[config.mk]
export PLATFORM = sky130hd
export DESIGN_NAME = mem_port_arbiter
export DESIGN_NICKNAME = d
export VERILOG_FILES = /design/src/rtl/cpuex_mem_pkg.sv /design/src/rtl/mem_port_arbiter.sv
export SDC_FILE = /design/constraint.sdc
export NUM_CORES = 1
export LEC_CHECK = 0
export ABC_AREA = 1
export CORE_AREA = 2 2 117 119
export DETAILED_ROUTE_END_ITERATION = 16
export DIE_AREA = 0 0 119 121
export GPL_ROUTABILITY_DRIVEN = 0
export PLACE_DENSITY = 0.56
export SLEW_MARGIN = 5
export SYNTH_ARGS = -nofsm -noshare
export SYNTH_HDL_FRONTEND = slang
export SYNTH_SLANG_ARGS = --single-unit
[constraint.sdc]
create_clock -name clk -period 3.2 [get_ports clk]
set_input_delay 0.48 -clock clk [delete_from_list [all_inputs] [get_ports clk]]
set_output_delay 0.48 -clock clk [all_outputs]
set_load 0.005 [all_outputs]
[src/rtl/cpuex_mem_pkg.sv]
// Shared memory-subsystem constants and owner encoding, used by the RAM,
// the core and the port-0 arbiter.
package cpuex_mem_pkg;

   localparam int ADDR_W = 32;
   localparam int DATA_W = 32;

   typedef enum logic [1:0] {
      OWN_NONE = 2'd0,
      OWN_A    = 2'd1,
      OWN_B    = 2'd2
   } owner_e;

   typedef enum logic [1:0] {
      ST_OPEN   = 2'd0,
      ST_LOCK_A = 2'd1,
      ST_LOCK_B = 2'd2
   } arb_state_e;

endpackage

[src/rtl/mem_port_arbiter.sv]
// Round-robin arbiter for RAM port 0 between the load/store unit (A) and the
// UART loader (B), with a bounded burst lock and 1-cycle read response.
module mem_port_arbiter
   import cpuex_mem_pkg::*;
#(
   parameter int ADDR_W    = cpuex_mem_pkg::ADDR_W,
   parameter int DATA_W    = cpuex_mem_pkg::DATA_W,
   parameter int MAX_BURST = 8
) (
   input  logic              clk,
   input  logic              rstn,

   input  logic              a_req,
   input  logic              a_lock,
   input  logic              a_we,
   input  logic [ADDR_W-1:0] a_addr,
   input  logic [DATA_W-1:0] a_wdata,
   output logic              a_gnt,
   output logic              a_rvalid,
   output logic [DATA_W-1:0] a_rdata,

   input  logic              b_req,
   input  logic              b_lock,
   input  logic              b_we,
   input  logic [ADDR_W-1:0] b_addr,
   input  logic [DATA_W-1:0] b_wdata,
   output logic              b_gnt,
   output logic              b_rvalid,
   output logic [DATA_W-1:0] b_rdata,

   output logic              ram_port_en,
   output logic              ram_wr_en,
   output logic [ADDR_W-1:0] ram_addr,
   output logic [DATA_W-1:0] ram_wdata,
   input  logic [DATA_W-1:0] ram_data_out
);

   localparam logic [7:0] MAX_B8 = 8'(MAX_BURST);

   arb_state_e state;
   owner_e     last_grant;
   logic [7:0] burst_cnt;

   logic acc_a, acc_b, acc_lock, owner_held;
   logic [7:0] next_cnt;

   // A lock whose owner dropped req behaves as OPEN in that same cycle.
   always_comb begin
      a_gnt = 1'b0;
      b_gnt = 1'b0;
      if (rstn) begin
         if (state == ST_LOCK_A && a_req)
            a_gnt = 1'b1;
         else if (state == ST_LOCK_B && b_req)
            b_gnt = 1'b1;
         else if (a_req && b_req) begin
            if (last_grant == OWN_A) b_gnt = 1'b1;
            else                     a_gnt = 1'b1;
         end else begin
            a_gnt = a_req;
            b_gnt = b_req;
         end
      end
   end

   assign acc_a      = a_req & a_gnt;
   assign acc_b      = b_req & b_gnt;
   assign acc_lock   = acc_a ? a_lock : b_lock;
   assign owner_held = (state == ST_LOCK_A && a_req) || (state == ST_LOCK_B && b_req);
   assign next_cnt   = burst_cnt + 8'd1;

   always_comb begin
      ram_port_en = 1'b0;
      ram_wr_en   = 1'b0;
      ram_addr    = '0;
      ram_wdata   = '0;
      if (acc_a) begin
         ram_port_en = 1'b1;
         ram_wr_en   = a_we;
         ram_addr    = a_addr;
         ram_wdata   = a_wdata;
      end else if (acc_b) begin
         ram_port_en = 1'b1;
         ram_wr_en   = b_we;
         ram_addr    = b_addr;
         ram_wdata   = b_wdata;
      end
   end

   // Read data comes straight from the RAM's output register; rvalid qualifies it.
   assign a_rdata = ram_data_out;
   assign b_rdata = ram_data_out;

   always_ff @(posedge clk) begin
      if (!rstn) begin
         state      <= ST_OPEN;
         last_grant <= OWN_B;
         burst_cnt  <= 8'd0;
         a_rvalid   <= 1'b0;
         b_rvalid   <= 1'b0;
      end else begin
         a_rvalid <= acc_a & ~a_we;
         b_rvalid <= acc_b & ~b_we;

         if (acc_a)      last_grant <= OWN_A;
         else if (acc_b) last_grant <= OWN_B;

         if (owner_held) begin
            // The owner's beat is always accepted here; the limit beat still completes.
            if (!acc_lock || next_cnt >= MAX_B8) begin
               state     <= ST_OPEN;
               burst_cnt <= 8'd0;
            end else begin
               burst_cnt <= next_cnt;
            end
         end else if ((acc_a || acc_b) && acc_lock && MAX_B8 > 8'd1) begin
            state     <= acc_a ? ST_LOCK_A : ST_LOCK_B;
            burst_cnt <= 8'd1;
         end else begin
            state     <= ST_OPEN;
            burst_cnt <= 8'd0;
         end
      end
   end

endmodule
* After elaboration in Yosys (flattened, before gate mapping)
Index checks and enable logic that the tools add are counted.
** Word-level totals
- Register bits after elaboration :: 14
- Bits in latches :: 0
- Memory bits (writable) :: 0
- Bits in read-only memories :: 0
- Output and inout port bits :: 134
- Word-level logic and storage cells :: 54
- Memories :: 0
** Operators by class
- Add/subtract/negate cells :: 1
- Multiply operators :: 0
- Divide/modulo/power cells :: 0
- Magnitude comparators :: 1
- Eq/ne operators :: 4
- Shift-type cells :: 0
- Muxes and demuxes :: 28
- Bitwise gates (word level) :: 6
- Reductions and logical operators :: 9
** Operator list (number)
- $mux W32 :: 4
- $mux W1 :: 16
- $mux W8 :: 2
- $mux W2 :: 6
- $add A8 B1 Y8 const B :: 1
- $ge A8 B4 Y1 const B :: 1
- $and A1 B1 Y1 :: 4
- $eq A2 B1 Y1 const B :: 2
- $logic_and A1 B1 Y1 :: 4
- $logic_or A1 B1 Y1 :: 3
- $eq A2 B2 Y1 const B :: 1
- $ne A2 B1 Y1 const B :: 1
- $not A1 Y1 :: 2
- $reduce_bool A2 Y1 :: 1
- $logic_not A1 Y1 :: 1

* Depth between registers and ports, before layout
- Word-level depth :: 12
- Gate-level depth with buffers :: 9

* Worst setup path after synthesis
No wires, ideal clock.
- Kind :: in2out
- From :: input port a_req
- To :: output port ram_wdata[11]
- Arrival :: 1.329 ns
- Required time :: 2.720 ns
- Slack :: 1.391 ns
- Stages :: 6
- Path buffers :: 1
- Cell sequence :: nand3_1 > nand2_4 > nand2_4 > inv_2 > clkbuf_1 > a22o_1
** Between the ends
- Longest elaborated chain between the ends :: 8
- Elaborated cells between the ends (all ways) :: 14
** RTL lines
- start, declared :: line mem_port_arbiter.sv:13 : input logic a_req,
- $logic_and A1 B1 Y1 :: line mem_port_arbiter.sv:56 : else if (a_req && b_req) begin
- $mux W1 :: line mem_port_arbiter.sv:56
- $mux W1 :: line mem_port_arbiter.sv:54 : else if (state == ST_LOCK_B && b_req)
- $mux W1 :: line mem_port_arbiter.sv:52 : if (state == ST_LOCK_A && a_req)
- $mux W1 :: line mem_port_arbiter.sv:51 : if (rstn) begin
- $and A1 B1 Y1 :: line mem_port_arbiter.sv:67 : assign acc_b = b_req & b_gnt;
- $mux W32 :: line mem_port_arbiter.sv:82 : end else if (acc_b) begin
- $mux W32 * :: line mem_port_arbiter.sv:77 : if (acc_a) begin
- end, declared :: line mem_port_arbiter.sv:34 : output logic [DATA_W-1:0] ram_wdata,
Mark *: on every way between the ends. The rest lies on a longest branch, timed or not.

* Worst setup path in the final report
- From :: input port a_req
- To :: output port ram_addr[31]
** Between the ends
- Longest elaborated chain between the ends :: 8
- Elaborated cells between the ends (all ways) :: 14
** RTL lines
- $logic_and A1 B1 Y1 :: line mem_port_arbiter.sv:56
- $mux W1 :: line mem_port_arbiter.sv:56
- $mux W1 :: line mem_port_arbiter.sv:54
- $mux W1 :: line mem_port_arbiter.sv:52
- $mux W1 :: line mem_port_arbiter.sv:51
- $and A1 B1 Y1 :: line mem_port_arbiter.sv:67
- $mux W32 :: line mem_port_arbiter.sv:82
- $mux W32 * :: line mem_port_arbiter.sv:77
- end, declared :: line mem_port_arbiter.sv:33 : output logic [ADDR_W-1:0] ram_addr,
Marked as above.

==> impl_metrics.env <==
export IMPL_status="complete, no violations"
export IMPL_area_delta_synth_final_pct=102
export IMPL_cp_arrival_ns=2.54
export IMPL_yosysSeqAreaShare=0.154
export IMPL_postCtsHoldBufs=0
export IMPL_path_cells="clkdlybuf4s50_1, nand3_1, nand2_4, nand2_4, inv_2, buf_12, a22o_1, clkdlybuf4s50_1"
export IMPL_p_int_mw=0.668
export IMPL_crit_slowest_cell="clkdlybuf4s50_1"
export IMPL_postCtsResizedCells=0
export IMPL_cts_tree="yes"
export IMPL_synth_top_cell_area_share=0.307
export IMPL_wl_per_cell_um=17.3
export IMPL_die_w_um=119
export IMPL_switchingPower_mw=0.211
export IMPL_drc=0
export IMPL_seqCellArea_um2=280
export IMPL_tns_ns=0
export IMPL_antenna_left=0
export IMPL_clock_path_buffers=2
export IMPL_yosysWarnings=0
export IMPL_dominantRegCellSynth="dfxtp_1"
export IMPL_dieArea_um2=14400
export IMPL_grt_pass1_wl_um=13100
export IMPL_clock_root_buffer="clkbuf_16"
export IMPL_synth_area_leaders="a22o_1 (31%), buf_4 (27%), dfxtp_1 (15%), buf_6 (4.9%), nand2_1 (4.5%)"
export IMPL_grt_max_degree=38
export IMPL_dr_pass1_iters=4
export IMPL_async_flop_share=0
export IMPL_leakagePower_nw=1.44
export IMPL_cp_end_kind="primary output"
export IMPL_worstPathMaxFanout=36
export IMPL_htreeDepth=1
export IMPL_power_share_sequential=0.215
export IMPL_synthesis_area_um2=1820
export IMPL_num_vias=2187
export IMPL_n_antenna_cell=0
export IMPL_syn_inst=235
export IMPL_final_hold_viol_count=0
export IMPL_power_density_nw_per_um2=238
export IMPL_cpPeakStageDelay_ns=0.57
export IMPL_min_from="state[0]$_SDFFE_PN0P_"
export IMPL_pin_count=302
export IMPL_cts_made_buffers=3
export IMPL_r2r_cells=7
export IMPL_drive_gt1_frac=0.0427
export IMPL_hold_path_depth=2
export IMPL_p_comb_frac=0.490
export IMPL_max_cap_viol_count=0
export IMPL_multi_input_area_um2=910
export IMPL_dp_hpwl_um=8050
export IMPL_insertion_delay_ns=0.24
export IMPL_wirelength_um=9550
export IMPL_worstSetupPathType="in -> out"
export IMPL_period_needed_ns=3.02
export IMPL_clkPwrFrac=0.295
export IMPL_rsz0062_at_grt="no"
export IMPL_clkTransAtPathRegs_ns=0.05
export IMPL_post_synth_top_count_cell="buf_4"
export IMPL_drv_slew=0
export IMPL_core_area_um2=13100
export IMPL_fmax_ghz=0.332
export IMPL_required_ns=2.72
export IMPL_synth_common_cells="buf_4 (65), a22o_1 (64), nand2_1 (22), nand3_1 (15), dfxtp_1 (14)"
export IMPL_cts_sinks=14
export IMPL_setup_viol=0
export IMPL_hold_path_class="reg -> reg"
export IMPL_cts_setup_buffers=0
export IMPL_antenna_found_initial=0
export IMPL_synth_distinct_cells=22
export IMPL_nFillCells=1390
export IMPL_avgViaCountPerCell=3.97
export IMPL_period_share=0.942
export IMPL_rows=42
export IMPL_r2r_end="burst_cnt[1]$_SDFF_PP0_"
export IMPL_nets=545
export IMPL_swShare=0.240
export IMPL_die_h_um=121
export IMPL_setup_slack_ns=0.184
export IMPL_peakVddDrop_v=0.000196
export IMPL_fin_skew_ns=0.000689
export IMPL_holdPathEnd="state[0]$_SDFFE_PN0P_"
export IMPL_start_util=0.139
export IMPL_reg2reg_slack_ns=1.62
export IMPL_synth_edf_count=0
export IMPL_drt_initial_drc_count=34
export IMPL_setup_worst_path_start="a_req"
export IMPL_grt_pass1_vias=2226
export IMPL_timing_rr_start="burst_cnt[1]$_SDFF_PP0_"
export IMPL_yosys_register_bits=14
export IMPL_grt_usage=0.118
export IMPL_avgSynthCellArea_um2=7.76
export IMPL_synth_area_leader_cell="a22o_1"
export IMPL_cp_start_kind="input pin"
export IMPL_port_buffers=205
export IMPL_post_place_ws_ns=0.204
export IMPL_grt_overflow=0
metrics by stage:
step	cells	util	power (mW)	hold slack, ns	area (um^2)
finish	551	0.282	0.879	0.492	3690
detailed placement	547	0.275	0.622	0.488	3600
CTS	551	0.282	0.888	0.493	3690
floorplan	239	-	0.371	0.456	1840
global placement	547	0.275	0.623	0.487	3600
global route	551	0.282	0.923	0.529	3690
cell families (layout without fill, tap and decap cells):
family	Yosys count	count (layout)	synth area share
AOI/OAI and AO/OA	70	70	0.324
xor gates and xnor gates	1	1	0.00480
other	1	5	0.00206
DFF	14	14	0.154
adders and majority gates	1	1	0.00686
buffers and inverters	92	228	0.359
and+or+nand+nor	56	56	0.150
how the worst max path moves through the flow:
stage / slack [ns] / cells after the start / to
finish: 0.18 / 8 / ram_addr[31]
global route: 0.1 / 8 / ram_addr[28]
CTS: 0.18 / 8 / ram_addr[30]
detailed placement: 0.20 / 8 / ram_addr[30]
global placement: 0.22 / 8 / ram_addr[31]
floorplan: 1.39 / 6 / ram_wdata[11]
state kept, by name, summed over array words and instances, names as in the netlist:
signal      count
burst_cnt       8
a_rvalid        1
last_grant      2
state           2
b_rvalid        1
cell usage in the layout (no fill, tap or decap), types with 2 or more instances in the layout:
cell / n
nand3_2: 2
a21oi_1: 3
nand2_1: 22
nor2_1: 9
buf_12: 4
clkbuf_16: 3
conb_1: 5
nand3_1: 15
inv_1: 13
nand2_4: 2
dfxtp_1: 14
o21ai_0: 3
a22o_1: 64
clkdlybuf4s50_1: 205
nand4_1: 3
power groups by stage:
stage	registers [mW]	clock network, mW	logic [mW]
2_1_floorplan	0.191	0	0.180
3_3_place_gp	0.192	0	0.431
3_5_place_dp	0.192	0	0.430
4_1_cts	0.189	0.265	0.434
5_1_grt	0.190	0.276	0.457
6_report	0.189	0.259	0.431
cell type report:
| cell class | instances | share of cell area |
|---|---|---|
| timing repair buffer | 210 | 0.580 |
| multi-input combinational | 133 | 0.246 |
| sequential | 14 | 0.0759 |
| tap | 176 | 0.0597 |
| clock buffer | 4 | 0.0241 |
| inverter | 14 | 0.0142 |
per-layer routing:
metal,wire length (um),GRT usage,up-vias
li1,-,-,1052
met1,3580,0.132,990
met5,0,0,-
met4,163,0.0275,0
met3,885,0.0399,11
met2,4920,0.214,134
critical path, delay by kind of cell:
family | cells | cell delay (ns)
buffers and inverters | 4 | 1.41
AND/OR/NAND/NOR | 3 | 0.45
AO/OA/AOI/OAI | 1 | 0.17
Power figures use the tool's default switching activity.
